===== src/rtl/uart_tx_arbiter_pkg.sv =====
// Shared types and constants for the UART transmit-port arbiter.
// The optional idle-lock timeout is enabled with UART_ARB_LOCK_TIMEOUT_EN.
package uart_tx_arbiter_pkg;

   typedef enum logic [1:0] {
      ST_READY    = 2'd0,
      ST_WRITE    = 2'd1,
      ST_GAP      = 2'd2,
      ST_WAIT_RDY = 2'd3
   } arb_state_t;

   localparam int GAP_W = 4;
   localparam int TO_W  = 16;

   // Modulo-n increment of a requester index.
   function automatic int unsigned wrap_inc(input int unsigned idx, input int unsigned n);
      return ((idx + 32'd1) >= n) ? 32'd0 : (idx + 32'd1);
   endfunction

endpackage


===== src/rtl/uart_tx_arbiter_picker.sv =====
// Combinational round-robin first-one search: the first set request at or
// above ptr, wrapping past N-1.
module uart_rr_picker #(
   parameter int N  = 4,
   parameter int IW = 2
) (
   input  logic [N-1:0]  req,
   input  logic [IW-1:0] ptr,
   output logic [N-1:0]  grant,
   output logic [IW-1:0] idx,
   output logic          any
);

   // Scan N positions starting at ptr; the first hit wins.
   always_comb begin
      int  j;
      logic hit;
      grant = '0;
      idx   = '0;
      any   = 1'b0;
      j     = 0;
      hit   = 1'b0;
      for (int k = 0; k < N; k++) begin
         j = k + int'(ptr);
         j = (j >= N) ? (j - N) : j;
         hit = !any && req[IW'(j)];
         grant[IW'(j)] = hit;
         idx = hit ? IW'(j) : idx;
         any = any | hit;
      end
   end

endmodule


===== src/rtl/uart_tx_arbiter.sv =====
// Round-robin, packet-locked sharing of one UART byte-write port with TXRDY pacing.
// Optional idle-lock timeout and sticky LOCK_TO flag: define UART_ARB_LOCK_TIMEOUT_EN.
module uart_tx_arbiter
   import uart_tx_arbiter_pkg::*;
#(
   parameter int NUM_REQ      = 4,
   parameter int IDLE_GAP     = 2,
   parameter int LOCK_TIMEOUT = 255
) (
   input  logic                 CLK,
   input  logic                 RESET,
   input  logic [NUM_REQ-1:0]   REQ_VALID,
   input  logic [8*NUM_REQ-1:0] REQ_DATA,
   input  logic [NUM_REQ-1:0]   REQ_LAST,
   output logic [NUM_REQ-1:0]   REQ_READY,
   input  logic                 TXRDY,
   output logic                 UART_CSN,
   output logic                 UART_WEN,
   output logic [7:0]           UART_DATA,
   output logic [NUM_REQ-1:0]   GRANT,
`ifdef UART_ARB_LOCK_TIMEOUT_EN
   output logic                 LOCK_TO,
`endif
   output logic                 BUSY
);

   localparam int IW = (NUM_REQ > 1) ? $clog2(NUM_REQ) : 1;

   if (NUM_REQ < 2 || NUM_REQ > 8 || IDLE_GAP < 1 || IDLE_GAP > 15 ||
       LOCK_TIMEOUT < 1 || LOCK_TIMEOUT > 65535) begin : g_param_err
      $error("uart_tx_arbiter: parameter out of range");
   end

   arb_state_t         state_r, state_s;
   logic               locked_r, locked_s;
   logic [IW-1:0]      owner_r, owner_s, rr_ptr_r, rr_ptr_s;
   logic [NUM_REQ-1:0] grant_r, grant_s;
   logic [GAP_W-1:0]   gap_cnt_r, gap_cnt_s;
   logic               csn_r, csn_s, wen_r, wen_s, busy_r, busy_s;
   logic [7:0]         data_r, data_s;

   logic [NUM_REQ-1:0] pick_grant_s, ready_s;
   logic [IW-1:0]      pick_idx_s, win_idx_s;
   logic               pick_any_s, xfer_s, last_s, to_hit_s;
   logic [7:0]         byte_s;

   uart_rr_picker #(.N(NUM_REQ), .IW(IW)) u_picker (
      .req   (REQ_VALID),
      .ptr   (rr_ptr_r),
      .grant (pick_grant_s),
      .idx   (pick_idx_s),
      .any   (pick_any_s)
   );

   // Accept path: only the lock owner, or the round-robin winner, may be ready.
   always_comb begin
      ready_s   = '0;
      win_idx_s = owner_r;
      if (state_r == ST_READY) begin
         if (locked_r) begin
            ready_s[owner_r] = 1'b1;
            win_idx_s        = owner_r;
         end else begin
            ready_s   = pick_any_s ? pick_grant_s : '0;
            win_idx_s = pick_idx_s;
         end
      end else begin
         ready_s = '0;
      end
      xfer_s = |(ready_s & REQ_VALID);
      byte_s = REQ_DATA[{win_idx_s, 3'b000} +: 8];
      last_s = REQ_LAST[win_idx_s];
   end

`ifdef UART_ARB_LOCK_TIMEOUT_EN
   logic [TO_W-1:0] to_cnt_r;
   logic            lock_to_r, idle_s;

   assign idle_s   = (state_r == ST_READY) && locked_r && !REQ_VALID[owner_r];
   assign to_hit_s = idle_s && (to_cnt_r == TO_W'(LOCK_TIMEOUT - 1));
   assign LOCK_TO  = lock_to_r;

   // Idle-lock cycle counter and sticky timeout flag.
   always_ff @(posedge CLK or posedge RESET) begin
      if (RESET) begin
         to_cnt_r  <= '0;
         lock_to_r <= 1'b0;
      end else begin
         if (xfer_s || to_hit_s) begin
            to_cnt_r <= '0;
         end else if (idle_s) begin
            to_cnt_r <= to_cnt_r + TO_W'(1);
         end else begin
            to_cnt_r <= to_cnt_r;
         end
         if (xfer_s && last_s) begin
            lock_to_r <= 1'b0;
         end else if (to_hit_s) begin
            lock_to_r <= 1'b1;
         end else begin
            lock_to_r <= lock_to_r;
         end
      end
   end
`else
   assign to_hit_s = 1'b0;
`endif

   // Next-state and registered-output logic of the write-pacing FSM.
   always_comb begin
      state_s   = state_r;
      locked_s  = locked_r;
      owner_s   = owner_r;
      grant_s   = grant_r;
      rr_ptr_s  = rr_ptr_r;
      gap_cnt_s = gap_cnt_r;
      csn_s     = 1'b1;
      wen_s     = 1'b1;
      data_s    = data_r;
      case (state_r)
         ST_READY: begin
            if (xfer_s) begin
               state_s  = ST_WRITE;
               csn_s    = 1'b0;
               wen_s    = 1'b0;
               data_s   = byte_s;
               owner_s  = win_idx_s;
               grant_s  = NUM_REQ'(1) << win_idx_s;
               locked_s = !last_s;
               rr_ptr_s = last_s ? IW'(wrap_inc(32'(win_idx_s), NUM_REQ)) : rr_ptr_r;
            end else if (to_hit_s) begin
               locked_s = 1'b0;
               grant_s  = '0;
               rr_ptr_s = IW'(wrap_inc(32'(owner_r), NUM_REQ));
            end else begin
               state_s = ST_READY;
            end
         end
         ST_WRITE: begin
            // The strobe cycle itself is the first ignored TXRDY cycle.
            state_s   = (IDLE_GAP > 1) ? ST_GAP : ST_WAIT_RDY;
            gap_cnt_s = GAP_W'(IDLE_GAP - 1);
            grant_s   = locked_r ? grant_r : '0;
         end
         ST_GAP: begin
            gap_cnt_s = (gap_cnt_r == '0) ? '0 : (gap_cnt_r - GAP_W'(1));
            state_s   = (gap_cnt_r <= GAP_W'(1)) ? ST_WAIT_RDY : ST_GAP;
         end
         ST_WAIT_RDY: begin
            state_s = TXRDY ? ST_READY : ST_WAIT_RDY;
         end
         default: begin
            state_s = ST_WAIT_RDY;
         end
      endcase
      busy_s = (state_s != ST_READY) || locked_s;
   end

   // State and output registers; reset drops any in-flight byte.
   always_ff @(posedge CLK or posedge RESET) begin
      if (RESET) begin
         state_r   <= ST_WAIT_RDY;
         locked_r  <= 1'b0;
         owner_r   <= '0;
         grant_r   <= '0;
         rr_ptr_r  <= '0;
         gap_cnt_r <= '0;
         csn_r     <= 1'b1;
         wen_r     <= 1'b1;
         data_r    <= 8'h00;
         busy_r    <= 1'b0;
      end else begin
         state_r   <= state_s;
         locked_r  <= locked_s;
         owner_r   <= owner_s;
         grant_r   <= grant_s;
         rr_ptr_r  <= rr_ptr_s;
         gap_cnt_r <= gap_cnt_s;
         csn_r     <= csn_s;
         wen_r     <= wen_s;
         data_r    <= data_s;
         busy_r    <= busy_s;
      end
   end

   assign REQ_READY = ready_s;
   assign UART_CSN  = csn_r;
   assign UART_WEN  = wen_r;
   assign UART_DATA = data_r;
   assign GRANT     = grant_r;
   assign BUSY      = busy_r;

endmodule

===== config.mk =====
export PLATFORM = sky130hd
export DESIGN_NAME = uart_tx_arbiter
export DESIGN_NICKNAME = d
export VERILOG_FILES = /design/src/rtl/uart_tx_arbiter_pkg.sv /design/src/rtl/uart_tx_arbiter_picker.sv /design/src/rtl/uart_tx_arbiter.sv
export SDC_FILE = /design/constraint.sdc
export NUM_CORES = 1
export LEC_CHECK = 0
export CAP_MARGIN = 20
export CORE_MARGIN = 5
export CORE_UTILIZATION = 49
export DETAILED_ROUTE_END_ITERATION = 10
export GPL_ROUTABILITY_DRIVEN = 0
export PLACE_DENSITY = 0.88
export REMOVE_ABC_BUFFERS = 1
export SLEW_MARGIN = 40
export SYNTH_ARGS = -nofsm -noshare
export SYNTH_HDL_FRONTEND = slang
export SYNTH_SLANG_ARGS = --single-unit

===== constraint.sdc =====
create_clock -name CLK -period 4.7 [get_ports CLK]
set_input_delay 0.94 -clock CLK [delete_from_list [all_inputs] [get_ports CLK]]
set_output_delay 0.94 -clock CLK [all_outputs]
set_load 0.02 [all_outputs]

# Yosys cells after proc, flatten, opt, wreduce, memory -nomap -nowiden
# Cells that the tools add are included.
# totals
output_inout_bits,19
romBits,0
regBits,25
ram_bits,0
in_bits,43
mem_count,0
latchBits,0
# classes
shift,2
n_addsub,9
muxes,54
mul,0
n_bitwise,5
reduce_logical,22
n_div,0
n_lt_le_gt_ge,17
eq_ne,5
# ops
op,n
32-bit by 6-bit variable part select with 8-bit output,1
2-bit two-way mux,12
4-bit two-way mux,6
1-bit two-way mux,20
"2-bit by 4-bit < comparator with 1-bit output, second input constant",4
4-bit case mux with 2 select lines,2
4-bit bitwise mux,3
"3-bit >= comparator, second input constant",4
1-bit binary-select mux with 2-bit select,5
1-bit demux with 2-bit select,5
"2-bit by 1-bit >= comparator with 1-bit output, second input constant",5
4-bit bitwise AND,2
1-bit logical AND,8
2-bit case mux with 4 select lines,1
"2-bit by 1-bit subtractor with 2-bit output, second input constant",4
"2-bit by 2-bit adder with 3-bit output, first input constant",2
"2-bit by 3-bit < comparator with 1-bit output, second input constant",2
3-bit AND reduction,2
2-bit nonzero test,3
"2-bit equality test, second input constant",2
"4-bit by 1-bit less-or-equal comparator with 1-bit output, second input constant",1
1-bit zero test,4
4-bit zero test,1
"2-bit != test, second input constant",2
11 further kinds,13

# Longest topological paths before layout
# Gate-level depths: netlist of the first run.
# depth
depth_word,23
ltp_mapped,14
ltp_nobuf,11

# Hierarchy
# From an unflattened synthesis of the first run, not the netlist that was laid out.
# unflattened
cells_unflattened,222
hier_area_um2,2297.2
# modules_own_cells
module,area_each_um2,cells_each,instances
uart_tx_arbiter,1697.9,144,1
uart_rr_picker,599.3,78,1

# Least setup slack after synthesis of the first run
# No wires, ideal clock.
# synth_path
kind,reg2out
from,register rr_ptr_r[0]
to,output REQ_READY[3]
n_path_buf,3
arrival_ps,2834
path_slack_ps,926
path_stages_with_launch,12
cell_sequence,dfrtp_1 -> buf_2 -> buf_2 -> inv_1 -> ha_1 -> clkbuf_1 -> nand2_1 -> or2_2 -> a211oi_1 -> o21ai_0 -> o22a_1 -> nor2b_1
# synth_via
elab_chain_len,17
# synth_lines
item,line,source
from (decl),uart_tx_arbiter.sv:36,"logic [IW-1:0] owner_r, owner_s, rr_ptr_r, rr_ptr_s;"
from (signal assigned),uart_tx_arbiter.sv:177,rr_ptr_r <= rr_ptr_s;
1-bit by 2-bit adder with 3-bit output (tied with other cells),uart_tx_arbiter_picker.sv:24,j = k + int'(ptr);
3-bit >= comparator (tied with other cells),uart_tx_arbiter_picker.sv:25,j = (j >= N) ? (j - N) : j;
2-bit two-way mux or 1-bit binary-select mux with 2-bit select (tied branches),"uart_tx_arbiter_picker.sv:25, uart_tx_arbiter_picker.sv:26",
1-bit binary-select mux with 2-bit select or 1-bit two-way mux (tied branches),uart_tx_arbiter_picker.sv:26,hit = !any && req[IW'(j)];
1-bit two-way mux (not written as such),uart_tx_arbiter_picker.sv:26,
1-bit two-way mux (not written as such) or 1-bit zero test (tied branches),uart_tx_arbiter_picker.sv:26,
1-bit logical AND,uart_tx_arbiter_picker.sv:26,
1-bit bitwise OR,uart_tx_arbiter_picker.sv:29,any = any | hit;
1-bit zero test,uart_tx_arbiter_picker.sv:26,
1-bit logical AND,uart_tx_arbiter_picker.sv:26,
1-bit bitwise OR,uart_tx_arbiter_picker.sv:29,
1-bit zero test,uart_tx_arbiter_picker.sv:26,
1-bit logical AND,uart_tx_arbiter_picker.sv:26,
4-bit bitwise mux or 1-bit bitwise OR (tied branches),"uart_tx_arbiter_picker.sv:27, uart_tx_arbiter_picker.sv:29",
4-bit two-way mux *,uart_tx_arbiter.sv:64,ready_s = pick_any_s ? pick_grant_s : '0;
4-bit two-way mux *,uart_tx_arbiter.sv:60,if (locked_r) begin
4-bit two-way mux *,uart_tx_arbiter.sv:59,if (state_r == ST_READY) begin
to (decl),uart_tx_arbiter.sv:15,"output logic [NUM_REQ-1:0] REQ_READY,"
# Mark *: on every way between the ends. The rest lies on a longest branch, timed or not. The select of a mux whose other input is x is not followed.

# Worst setup path after layout of the first run
# layout_path
from,input REQ_VALID[2]
to,output REQ_READY[2]
# layout_via
elab_chain_len,15
# layout_lines
item,line,source
from (decl),uart_tx_arbiter.sv:12,"input logic [NUM_REQ-1:0] REQ_VALID,"
1-bit binary-select mux with 2-bit select,uart_tx_arbiter_picker.sv:26,
1-bit two-way mux (not written as such) (2 in a row),uart_tx_arbiter_picker.sv:26,
1-bit zero test,uart_tx_arbiter_picker.sv:26,
1-bit logical AND,uart_tx_arbiter_picker.sv:26,
1-bit bitwise OR,uart_tx_arbiter_picker.sv:29,
1-bit zero test,uart_tx_arbiter_picker.sv:26,
1-bit logical AND,uart_tx_arbiter_picker.sv:26,
1-bit bitwise OR,uart_tx_arbiter_picker.sv:29,
1-bit zero test,uart_tx_arbiter_picker.sv:26,
1-bit logical AND,uart_tx_arbiter_picker.sv:26,
4-bit bitwise mux or 1-bit bitwise OR (tied branches),"uart_tx_arbiter_picker.sv:27, uart_tx_arbiter_picker.sv:29",
4-bit two-way mux *,uart_tx_arbiter.sv:64,
4-bit two-way mux *,uart_tx_arbiter.sv:60,
4-bit two-way mux *,uart_tx_arbiter.sv:59,
# Marked as above.

==> metrics.txt, run 1 <==
CTS tree=done; Final Max Slew Viols=0; Netlist cell types=58; Final Hold Slack=0.491 ns; share of the synthesized area in the top cell type=23.9%; Final Non-Filler Cells=approximately 380; WL/cell=16.2 um; diode count=0; vias in the first global route=2195; RSZ-0062 raised after global routing=no; post-route ant nets=0; Detailed Route Iter0 Violations=193; slew at the pin closest to its max-slew limit=0.508 ns; htree depth=1; DP Cell Count=around 380; synth cell count leaders=31 x nand2_1, 22 x dfrtp_1, 20 x o21ai_0; worst-path maximum fanout=6; cells after synthesis=260; CTS root buf=clkbuf_8; site row count=25; total gr overflow=0; Seq cells post-synth=25; EDFF count, synth=0; mapped cell area=2300 sq um; ys async rst share=between 90% and 100%; die area=6170 sq um; die boundary width=around 79 um; yosys warns=0; DRT Pass-1 Iters=4; drt total wl=about 6000 um; Primary FF master, synth=dfrtp_1; Hold Violations, Final=0; vias per inst=~5.9; global-route wire length before repair=10100 um; Worst-Skew Late Latency=0.27 ns; f_max=0.219 GHz; Detailed Place HPWL=between 4000 and 5000 um; Starting Density=49.7%; Req. time, crit path=3.76 ns; Worst Hold Class=reg2reg; antenna violations before repair=0; Port Buffer Count=61; minimum clock period=4.57 ns; Hold-fix buffers, CTS=0; Num CTS Buffers=3; Leak=roughly 1.3 nW; Max clock buf depth=2; Vias=2259; Synth area leaders=dfrtp_1 24%, ha_1 8.7%, mux2i_1 8.3%; power per standard cell area=654 nW/um^2; layout cells sized above 1=14.1%; largest area contributor in the netlist=dfrtp_1; startpoint types=input pin; core area=4630 sq um; CTS resizes=0; Peak VDD IR=between 0.3 and 0.4 mV; status=completed; Post-route DRC=0; Seq/Total Area, Yosys=approximately 27%; largest net degree at the start of global routing=26; Finish-stage setup viols=0; Area Growth Syn to Fin=34.4%; Layout Skew=0.00439 ns; part of the cycle the worst path needs=approximately 100%; Worst-path clk slew=0.09 ns; GRT Resource Usage Total=19.9%; final net count=387; synthesized area per cell=8.85 sq um; Max Cap Violations=0; CTS Sinks=25; relative slew slack=66.1%; most common cell in the synthesized netlist=nand2_1; final setup TNS=0 ns; die span in y=78.5 um; postcts setup bufs=0; CP Capture Type=output pin; type of the worst setup path=in2out; Ports=62; critical path data arrival time=3.63 ns
-- cells in the final DEF, fill, tap and decap left out, types with 3 or more instances in the layout --
cell type        instances
a2111oi_0                3
a211oi_1                 3
a21oi_1                  7
and2_1                   5
buf_4                   19
clkbuf_8                 3
clkdlybuf4s50_1         61
dfrtp_1                 22
dfstp_2                  3
ha_1                    16
inv_1                   12
mux2_2                  12
mux2i_1                 19
mux4_2                   3
nand2_1                 31
nor2_1                   7
nor2b_1                  6
nor3_1                   3
nor3b_1                  7
o2111ai_1                3
o211ai_1                 5
o21ai_0                 19
o21ai_1                  8
o2bb2ai_1                4
o31ai_1                  3
-- report_power, final --
group | switching [mW] | internal (mW) | leakage [nW]
logic | 0.825 | 0.682 | 1.03
clock network | 0.0668 | 0.0606 | 0.0228
registers | 0.0718 | 0.318 | 0.294
-- registers in the layout, indices dropped and copies added, names as in the netlist --
signal     cells
BUSY           1
GRANT          4
UART_DATA      8
UART_WEN       1
gap_cnt_r      4
locked_r       1
owner_r        2
rr_ptr_r       2
state_r        2
-- cells by family after synthesis --
group	Yosys count	synth area share [%]
AOI/OAI and AO/OA	75	22.9
buffers and inverters	31	5.49
adders and majority gates	16	8.70
muxes	35	17.6
DFF	25	27.3
and+or+nand+nor	78	18.0
-- metal layers --
| layer | track usage (%) | vias up | share of wire (%) |
|---|---|---|---|
| met5 | 0 | - | 0 |
| met4 | 5.24 | 0 | 1.5 |
| met3 | 3.78 | 12 | 7.3 |
| met2 | 36.3 | 98 | 51 |
| met1 | 23.6 | 1058 | 40 |
| li1 | - | 1091 | - |
-- worst max-delay path: stages --
cell and delay (ns):
clkdlybuf4s50_1 0.47, buf_4 0.17, mux4_2 0.53, or3b_1 0.40, o31ai_1 0.10, o2111ai_1 0.17
o31ai_1 0.09, and2_1 0.15, clkdlybuf4s50_1 0.60
-- path summary, 6_finish.rpt --
check	from	to	slack (ns)	cells past startpoint
min reg2reg	UART_DATA[4]$_DFFE_PP0P_	UART_DATA[4]$_DFFE_PP0P_	0.49	2
min	UART_DATA[4]$_DFFE_PP0P_	UART_DATA[4]$_DFFE_PP0P_	0.49	2
max in group asynchronous	RESET	state_r[0]$_DFF_PP1_	3.32	2
max	REQ_VALID[2]	REQ_READY[2]	0.13	9
min in group asynchronous	RESET	GRANT[0]$_DFFE_PP0P_	1.02	2
max reg2reg	rr_ptr_r[0]$_DFFE_PP0P_	rr_ptr_r[1]$_DFFE_PP0P_	1.20	10
-- layout make-up --
| cell class | instances | area [sq um] |
|---|---|---|
| clock buffers | 4 | 45.0 |
| fillers | 371 | 1540 |
| inverters | 14 | 52.6 |
| multi-input cells | 204 | 1550 |
| flip-flops and latches | 25 | 629 |
| well taps | 54 | 67.6 |
| repair buffers | 80 | 753 |
-- through the flow --
| stage | cell area (sq um) | util [%] | power (mW) | worst slack (ns) |
|---|---|---|---|---|
| 6_report | 3090 | 66.8 | 2.03 | 0.132 |
| 5_1_grt | 3090 | 66.8 | 2.18 | 0.0197 |
| 4_1_cts | 3090 | 66.8 | 2.01 | 0.147 |
| 3_5_place_dp | 3050 | 65.9 | 1.88 | 0.149 |
| 3_3_place_gp | 3050 | 65.9 | 1.82 | 0.202 |
| 2_1_floorplan | 2230 | - | 1.37 | 0.261 |
Note: power is estimated with default switching activity, not from simulation.
==> inputs of run 2 (changes only) <==
--- a/config.mk
+++ b/config.mk
@@ -6,7 +6,7 @@
 export NUM_CORES = 1
 export LEC_CHECK = 0
 export CAP_MARGIN = 20
-export CORE_MARGIN = 5
+export CORE_MARGIN = 2
 export CORE_UTILIZATION = 49
 export DETAILED_ROUTE_END_ITERATION = 10
 export GPL_ROUTABILITY_DRIVEN = 0
==> run 2 against run 1 <==
Effect of this change: die area decreased by 15%; worst setup slack improved by 0.042 ns; worst hold slack improved by 0.0025 ns; power decreased by 1.7%; flip-flop and latch count unchanged; register-to-register slack got worse by 0.11 ns; core utilization increased by 1.9 points; highest routed layer unchanged.
==> metrics.txt, run 2 (synthesized netlist as in run 1, its figures left out) <==
WL/cell=between 15 and 20 um; CTS root buf=clkbuf_8; Hold Violations, Final=0; number of cells on the critical path=8; minimum clock period=4.53 ns; post-route ant nets=0; antenna violations before repair=0; Worst-Skew Late Latency=0.26 ns; startpoint types=input pin; Max Cap Violations=0; Starting Density=51.8%; CTS resizes=0; max FFs per register=8; CTS Sinks=25; drt total wl=5790 um; CTS tree=done; Area Growth Syn to Fin=32.8%; total gr overflow=0; Worst-path clk slew=roughly 0.080 ns; die boundary width=72.5 um; htree depth=1; R2R setup slack=1.09 ns; status=completed; Num CTS Buffers=3; commonest non-fill, non-tap cell in the layout=clkdlybuf4s50_1; Worst path max stage delay=approximately 0.59 ns; power per standard cell area=between 600 and 700 nW/um^2; Total Power=around 2 mW; layout cells sized above 1=12.7%; die span in y=72.5 um; part of the cycle the worst path needs=96.3%; Top Family by Delay on Critical Path=buffers and inverters; vias per inst=5.98; largest net degree at the start of global routing=26; CP Capture Type=output pin; Hold-fix buffers, CTS=0; type of the worst setup path=in2out; Port Buffer Count=61; Detailed Place HPWL=4440 um; Worst Hold Class=reg2reg; Ports=between 60 and 70; Req. time, crit path=3.76 ns; Final Max Slew Viols=0; Crit-path slowest cell=mux4_2; Detailed Route Iter0 Violations=between 300 and 400; CP cell instances=clkdlybuf4s50_1 > mux4_2 > or3b_1 > o31ai_1 > o2111ai_1 > o31ai_1 > and2_1 > clkdlybuf4s50_1; critical path endpoint=REQ_READY[2]; CP bufs+invs=2; FF-to-FF End=GRANT[0]$_DFFE_PP0P_; vias in the first global route=2120; Leak=1.34 nW; core area=4440 sq um; DRT Pass-1 Iters=4; Finish-stage setup viols=0; global-route wire length before repair=9850 um; worst-path maximum fanout=8; pre-CTS setup slack=around 0.13 ns; Peak VDD IR=~0.34 mV; Final Hold Slack=~0.5 ns; placed standard-cell area=3010 sq um; GRT Resource Usage Total=23.1%; Vias=2235; critical path data arrival time=roughly 3.6 ns; Layout Skew=0.000756 ns; diode count=0; die area=roughly 5300 sq um; most frequent cells in the layout=60 x clkdlybuf4s50_1, 31 x nand2_1, 22 x dfrtp_1; final setup TNS=0 ns; final net count=382; f_max=0.221 GHz; relative slew slack=60.6%; slew at the pin closest to its max-slew limit=0.589 ns; fin area=3060 sq um; Critical path origin=REQ_VALID[3]; site row count=24; reg2reg start=rr_ptr_r[0]$_DFFE_PP0P_; Max clock buf depth=2; RSZ-0062 raised after global routing=no; postcts setup bufs=0; PnR worst setup slack=approximately 0.17 ns; worst r2r path cells=12; Post-route DRC=0
run 2: final cells by class:
class / count / area (sq um)
Multi-Input combinational cell: 204 / 1550
Timing Repair Buffer: 75 / 718
Inverter: 14 / 52.6
Clock buffer: 4 / 45.0
Tap cell: 52 / 65.1
Sequential cell: 25 / 629
Fill cell: 338 / 1390
run 2: how the worst min path moves through the flow:
| stage | startpoint | end | slack, ns | cells after the start |
|---|---|---|---|---|
| 2_1_floorplan | gap_cnt_r[1]$_DFFE_PP0P_ | gap_cnt_r[1]$_DFFE_PP0P_ | 0.49 | 2 |
| 3_3_place_gp | UART_DATA[7]$_DFFE_PP0P_ | UART_DATA[7]$_DFFE_PP0P_ | 0.46 | 2 |
| 3_5_place_dp | UART_DATA[7]$_DFFE_PP0P_ | UART_DATA[7]$_DFFE_PP0P_ | 0.48 | 2 |
| 4_1_cts | UART_DATA[7]$_DFFE_PP0P_ | UART_DATA[7]$_DFFE_PP0P_ | 0.50 | 2 |
| 5_1_grt | UART_DATA[7]$_DFFE_PP0P_ | UART_DATA[7]$_DFFE_PP0P_ | 0.51 | 2 |
| 6_report | UART_DATA[5]$_DFFE_PP0P_ | UART_DATA[5]$_DFFE_PP0P_ | 0.49 | 2 |
run 2: power by group:
part	switching [mW]	total (mW)	internal, mW
registers	0.0749	0.393	0.318
clock network	0.0619	0.122	0.0605
logic	0.806	1.48	0.669
run 2: worst register-to-register path: stages, from the launching register on:
cell and delay [ns]:
dfrtp_1 0.38, inv_1 0.23, ha_1 0.32, buf_4 0.20, nor3_1 0.33, nor3b_1 0.47, o41ai_1 0.13, o211ai_1 0.21
o211ai_1 0.20, a211oi_4 0.53, buf_4 0.24, mux2i_1 0.19, o2bb2ai_1 0.08
run 2: metal layers:
metal	routed length, um	track usage [%]	vias to the layer above
met3	439	3.75	7
li1	-	-	1084
met1	2300	30.8	1054
met2	3000	40.0	90
met4	51	4.32	0
met5	0	0	-
run 2: stage by stage:
step | std cells | util, %
2_1_floorplan | 243 | -
3_3_place_gp | 370 | 67.7
3_5_place_dp | 370 | 67.7
4_1_cts | 374 | 68.7
5_1_grt | 374 | 68.8
6_report | 374 | 68.8
